[src/rtl/second_tick_pkg.sv]
// Shared definitions for the second-tick event detector array:
// detect-mode encodings and the raw per-channel detect rule.
package second_tick_pkg;

    localparam logic [1:0] MODE_LEVEL = 2'b00;
    localparam logic [1:0] MODE_RISE  = 2'b01;
    localparam logic [1:0] MODE_FALL  = 2'b10;
    localparam logic [1:0] MODE_BOTH  = 2'b11;

    // Unqualified detect for one channel, before inhibit, hold-off and arming.
    function automatic logic raw_detect(input logic [1:0] mode, input logic cur, input logic prev);
        logic r;
        case (mode)
            MODE_LEVEL: r = cur;
            MODE_RISE:  r = cur & ~prev;
            MODE_FALL:  r = ~cur & prev;
            default:    r = cur ^ prev;
        endcase
        return r;
    endfunction

endpackage

[src/rtl/second_tick_chan.sv]
// One detector channel: input history, hold-off window, sticky pending flag
// and saturating event counter.
module second_tick_chan
    import second_tick_pkg::*;
#(
    parameter int CNT_W   = 8,
    parameter int HOLDOFF = 0
) (
    input  logic             clk,
    input  logic             rst,
    input  logic             in0,
    input  logic             in1,
    input  logic [1:0]       mode,
    input  logic             armed,
    input  logic             clr,
    output logic             out,
    output logic             pending,
    output logic             pending_next,
    output logic [CNT_W-1:0] counter
);

    localparam int HW = (HOLDOFF > 0) ? $clog2(HOLDOFF + 1) : 1;

    logic             in0_q;
    logic [HW-1:0]    hcnt;
    logic             accept;
    logic [CNT_W-1:0] counter_next;

    // A coincident clear and event leave the channel with exactly one fresh event.
    always_comb begin
        accept = raw_detect(mode, in0, in0_q) & ~in1 & (hcnt == '0)
                 & (armed | (mode == MODE_LEVEL));
        pending_next = accept | (pending & ~clr);
        counter_next = counter;
        if (clr) begin
            counter_next = '0;
        end
        if (accept && (counter_next != '1)) begin
            counter_next = counter_next + 1'b1;
        end
    end

    always_ff @(posedge clk) begin
        if (rst) begin
            in0_q   <= 1'b0;
            hcnt    <= '0;
            out     <= 1'b0;
            pending <= 1'b0;
            counter <= '0;
        end else begin
            in0_q   <= in0;
            out     <= accept;
            pending <= pending_next;
            counter <= counter_next;
            if (HOLDOFF > 0) begin
                if (accept) begin
                    hcnt <= HW'(HOLDOFF);
                end else if (hcnt != '0) begin
                    hcnt <= hcnt - 1'b1;
                end
            end
        end
    end

endmodule

[src/rtl/second_tick_array.sv]
// WIDTH-channel registered "in0 AND NOT in1" event detector with selectable
// edge mode, hold-off, sticky pending flags and a muxed counter readout.
module second_tick_array
    import second_tick_pkg::*;
#(
    parameter int WIDTH   = 8,
    parameter int CNT_W   = 8,
    parameter int HOLDOFF = 0,
    parameter int SEL_W   = (WIDTH > 1) ? $clog2(WIDTH) : 1
) (
    input  logic             clk,
    input  logic             rst,
    input  logic [WIDTH-1:0] in0,
    input  logic [WIDTH-1:0] in1,
    input  logic [1:0]       mode,
    input  logic [WIDTH-1:0] clr,
    input  logic [SEL_W-1:0] count_sel,
    output logic [WIDTH-1:0] out,
    output logic [WIDTH-1:0] pending,
    output logic             any_pending,
    output logic [CNT_W-1:0] count
);

    logic             armed;
    logic [WIDTH-1:0] pending_next;
    logic [CNT_W-1:0] counters [WIDTH];
    logic [CNT_W-1:0] sel_count;

    for (genvar i = 0; i < WIDTH; i++) begin : g_chan
        second_tick_chan #(
            .CNT_W  (CNT_W),
            .HOLDOFF(HOLDOFF)
        ) u_chan (
            .clk         (clk),
            .rst         (rst),
            .in0         (in0[i]),
            .in1         (in1[i]),
            .mode        (mode),
            .armed       (armed),
            .clr         (clr[i]),
            .out         (out[i]),
            .pending     (pending[i]),
            .pending_next(pending_next[i]),
            .counter     (counters[i])
        );
    end

    // Out-of-range selects match no channel and read back as zero.
    always_comb begin
        sel_count = '0;
        for (int i = 0; i < WIDTH; i++) begin
            if (32'(count_sel) == i) begin
                sel_count = counters[i];
            end
        end
    end

    // armed stays low for the first cycle after reset so inputs already high don't look like edges.
    always_ff @(posedge clk) begin
        if (rst) begin
            armed       <= 1'b0;
            count       <= '0;
            any_pending <= 1'b0;
        end else begin
            armed       <= 1'b1;
            count       <= sel_count;
            any_pending <= |pending_next;
        end
    end

endmodule

[config.mk]
export PLATFORM = sky130hd
export DESIGN_NAME = second_tick_array
export DESIGN_NICKNAME = d
export VERILOG_FILES = /design/src/rtl/second_tick_pkg.sv /design/src/rtl/second_tick_chan.sv /design/src/rtl/second_tick_array.sv
export SDC_FILE = /design/constraint.sdc
export NUM_CORES = 1
export LEC_CHECK = 0
export ABC_AREA = 1
export ABC_CLOCK_PERIOD_IN_PS = 2000
export CORE_MARGIN = 10
export CORE_UTILIZATION = 41
export DETAILED_ROUTE_END_ITERATION = 10
export PLACE_DENSITY = 0.61
export SYNTH_ARGS = -nofsm -noshare
export SYNTH_HDL_FRONTEND = slang
export SYNTH_SLANG_ARGS = --single-unit
[constraint.sdc]
create_clock -name clk -period 2 [get_ports clk]
set_clock_uncertainty 0.2 [all_clocks]
set_input_delay 0.4 -clock clk [delete_from_list [all_inputs] [get_ports clk]]
set_output_delay 0.4 -clock clk [all_outputs]
set_load 0.05 [all_outputs]
==> PnR_summary.wiki <==
{| class="wikitable"
! Metric !! Value
|-
| Number of synthesized register bits || just under 100
|-
| Maximum number of pins on one net before global-route repair || 82
|-
| Number of distinct library cells after synthesis || 29
|-
| Vias in the first global route || approximately 6,000
|-
| PortBufs || 55
|-
| Antenna violations before repair || 0
|-
| Maximum root-to-sink buffer count || 2
|-
| CP cell instances || clkdlybuf4s50_1 > inv_1 > nand2_1 > inv_1 > ha_1 > and3_4 > buf_4 > xor2_1 > nand2_1 > a21oi_2
|-
| Fraction of final layout cells sized beyond drive strength 1 || a little over a quarter
|-
| Synthesized area per cell || between 6 and 7 sq um
|-
| Clock input transition at the sequential cells of the worst setup and hold paths || ~70 ps
|-
| Combinational family with the most area after synthesis || simple AND/OR/NAND/NOR gates
|-
| Xor-xnor portion of the synthesized cell area || under 10%
|-
| Iter 0 DRT Violations || ~360
|-
| Area growth from synthesis to layout || 42.72%
|-
| CP startpoint || clr[1]
|-
| Worst Path Required || between 2000 and 2500 ps
|-
| Routed WL || between 15,000 and 20,000 um
|-
| Hold Startpoint || in0[0]
|-
| Hold violation total from the final report || 0
|-
| Number of pins with negative max-slew slack in the final report || 0
|-
| Number of cells after detailed placement || 1,301
|-
| Nature of the critical path endpoint || flop
|-
| Setup Total Neg Slack || 0 ps
|-
| Measured slew at the worst slew-check pin || about 540 ps
|-
| Worst hold slack after final layout || 205.2 ps
|-
| Total buffers and inverters traversed by the critical path || 4
|-
| CP max stage delay || 500 ps
|-
| Number of CTS-inserted buffers || 9
|-
| Die Footprint || approximately 20,000 sq um
|-
| Kind of cell adding the most delay to the critical path || buffers and inverters
|-
| Number of detailed-routing iterations run before antenna repair || 6
|-
| Max-capacitance violation count || 0
|-
| Worst-path cell with the longest stage delay || clkdlybuf4s50_1
|-
| Number of failing setup endpoints in the final timing report || 0
|-
| Sort of element at the start of the critical path || primary input
|-
| Global-route wire length before repair || 28,430 um
|-
| Crit path DAT || about 2000 ps
|-
| Start-to-end type of the worst setup path || in2reg
|-
| Area post-placement || between 7000 and 8000 sq um
|-
| Total via count in the routed design || 6,281
|-
| Post-synth design cell area || roughly 5900 sq um
|-
| Layout Cells excl Fill || between 1,000 and 1,500
|-
| Pwr Density || 541.0 nW/um^2
|-
| Achievable Freq || about 0.52 GHz
|-
| TritonCTS Sinks || 98
|-
| Die width || about 140 um
|-
| Minimum period implied by the final worst setup slack || between 1500 and 2000 ps
|-
| Hold crit path type || in2reg
|-
| R2r endpoint || g_chan[7].u_chan.counter[5]
|-
| Pleak || between 4 and 5 nW
|-
| Gpl congestion || ~0.9
|-
| Die height || around 140 um
|-
| Post-detailed-route count of antenna-violating nets || 0
|-
| Starting density of the core || between 40% and 50%
|-
| Endpoint with the worst hold slack || g_chan[0].u_chan.in0_q
|-
| I/O pin count || 56
|-
| Hpwl dp || approximately 13,000 um
|-
| CTS root buf || clkbuf_16
|-
| Standard-cell rows || between 40 and 50
|-
| H-tree lvl count || 3
|-
| Number of nets in the layout || between 1,000 and 1,500
|-
| Worst hold path depth || 4
|-
| Total routing usage reported by global routing || ~17%
|-
| Sequential share of the synthesized area || about a third
|-
| CTS tree || yes
|-
| Complex-gate fraction of the synthesized area || around a tenth
|-
| Routed wire length per instance || between 10 and 15 um
|-
| Core footprint || around 14,000 sq um
|-
| Synth Area in Adders || around 5.1%
|-
| Worst reg2reg startpoint || g_chan[7].u_chan.counter[0]
|-
| Outcome || complete, no violations
|-
| Highest net fanout along the worst path || 4
|-
| Remaining max-slew budget at the tightest pin || between 60% and 70%
|-
| Register-to-Register Setup Slack || approximately 210 ps
|-
| Fillers || around 1,300
|-
| Finished layout cell area || about 8500 sq um
|-
| Worst-skew pair later-pin latency || 360 ps
|-
| Gate Count Post-Synth || about 900
|-
| Synthesis Warnings || 0
|-
| Largest voltage drop on the vdd net || 0.4187 mV
|-
| Synth Net Count || around 1,000
|-
| Post-route fraction of the period consumed by the critical path || between 90% and 100%
|-
| Multiplexer share of the synthesized area || 0%
|-
| DR DRC count || 0
|-
| R2r worst-path depth || 10
|-
| Via count normalized by instance count || roughly 4.7
|-
| Area share of and/or/nand/nor cells after synthesis || ~34%
|-
| N_diodes || 0
|-
| GRT Residual Overflow || 0
|}
==> cells by family (layout without fill, tap and decap cells) <==
| group | count (synthesis) | in the layout |
|---|---|---|
| flops | 98 | 98 |
| fa+ha+maj | 24 | 24 |
| xor+xnor | 33 | 33 |
| simple gates | 481 | 482 |
| compound gates | 113 | 115 |
| buf+inv | 178 | 396 |
==> layer usage <==
layer	vias up	GRT usage, %	routed length, um
met4	0	4.891	253
met2	103	29.56	8655
li1	3309	-	-
met5	-	0	0
met3	17	3.110	633
met1	2852	21.14	7859
==> how the worst max path moves through the flow <==
stage,endpoint,slack [ps],cells after the start
floorplan,g_chan[0].u_chan.counter[5],110,11
global placement,g_chan[1].u_chan.counter[2],-460,10
detailed placement,g_chan[7].u_chan.counter[2],-460,13
CTS,any_pending,0.8,12
global route,g_chan[1].u_chan.counter[4],-30,10
finish,g_chan[1].u_chan.counter[4],90,10
==> state kept, by name, indices dropped and copies added, names as in the netlist <==
name                   count
g_chan.u_chan.counter     64
count                      8
g_chan.u_chan.in0_q        8
g_chan.u_chan.out          8
g_chan.u_chan.pending      8
any_pending                1
armed                      1
==> cells in the mapped netlist <==
| cell | count | share of area [%] |
|---|---|---|
| nor2_4 | 1 | 0.19 |
| nand2_1 | 261 | 17 |
| nand4_1 | 15 | 1.6 |
| nand3_1 | 42 | 3.5 |
| clkinv_1 | 1 | 0.063 |
| dfxtp_1 | 98 | 33 |
| nor3b_1 | 1 | 0.13 |
| xnor2_1 | 5 | 0.74 |
| nand3_2 | 2 | 0.34 |
| clkbuf_1 | 10 | 0.63 |
| o21ai_2 | 1 | 0.15 |
| nand2_4 | 5 | 0.95 |
| a21oi_1 | 87 | 7.3 |
| nor2_1 | 120 | 7.6 |
| buf_6 | 1 | 0.19 |
| o21ai_0 | 23 | 1.9 |
| clkinv_2 | 2 | 0.17 |
| nor3_2 | 6 | 1.0 |
| nor3_1 | 15 | 1.3 |
| buf_2 | 3 | 0.25 |
| inv_2 | 5 | 0.32 |
| xor2_1 | 28 | 4.1 |
| nand2_2 | 2 | 0.21 |
| a21oi_4 | 2 | 0.55 |
| inv_1 | 139 | 8.8 |
| and3_1 | 6 | 0.63 |
| buf_4 | 17 | 2.2 |
| ha_1 | 24 | 5.1 |
| nor2_2 | 5 | 0.53 |
==> cell type report <==
class                           instances  area, sq um  area share (%)
Tap cell                              180        225.2           2.659
Clock buffer                           11        252.7           2.984
Inverter                              147        574.3           6.781
Clock inverter                          5        52.55          0.6205
Multi-Input combinational cell        654         3496           41.28
Timing Repair Buffer                  233         1907           22.51
Sequential cell                        98         1962           23.16
==> worst register-to-register path, stage by stage (launching register included) <==
cell     delay, ps
dfxtp_1        310
inv_1           60
nor2_1         130
ha_1           190
nand3_1        120
nor2_2         160
nand3_2        120
nand2_4        130
buf_4          120
nand2_1         40
a21oi_1        140
==> timing repair <==
item                                    4_1_cts  5_1_grt
buffers inserted                              3        5
endpoints found under the setup margin       40       70
resized for setup                            27       81
hold endpoints to repair                      0        0
cloned                                        3        0
hold buffers                                  0        0
pin swaps                                     9       31
==> cell usage in the layout (no fill, tap or decap), drive strengths merged <==
master         synthesis  layout
nor3b                  1       1
bufinv                 0       1
clkbuf                10      11
dlygate4sd2            0       3
o21ai                 24      24
clkinv                 3       4
ha                    24      24
buf                   21     204
nand4                 15      15
and3                   6       6
dfxtp                 98      98
nand3                 44      44
clkinvlp               0       1
a21oi                 89      91
dlymetal6s2s           0      15
nor2                 126     126
nand2                268     269
inv                  144     146
xor2                  28      28
xnor2                  5       5
clkdlybuf4s50          0      11
nor3                  21      21
==> power by group <==
group	internal [mW]	leakage (nW)	total [mW]	switching, mW
sequential	1.99	0.795	2.01	0.0216
clock	1.03	0.151	1.81	0.777
combinational	0.318	3.17	0.758	0.440
==> through the flow <==
stage / power, mW / setup slack [ps] / util (%)
finish: 4.582 / 88.32 / 60.31
global route: 4.759 / -27.13 / 60.31
detailed placement: 2.745 / -459.2 / 55.12
CTS: 4.576 / 0.8293 / 58.13
global placement: 2.742 / -456.7 / 55.12
floorplan: 2.410 / 107.3 / -
(Power assumes the default switching activity.)
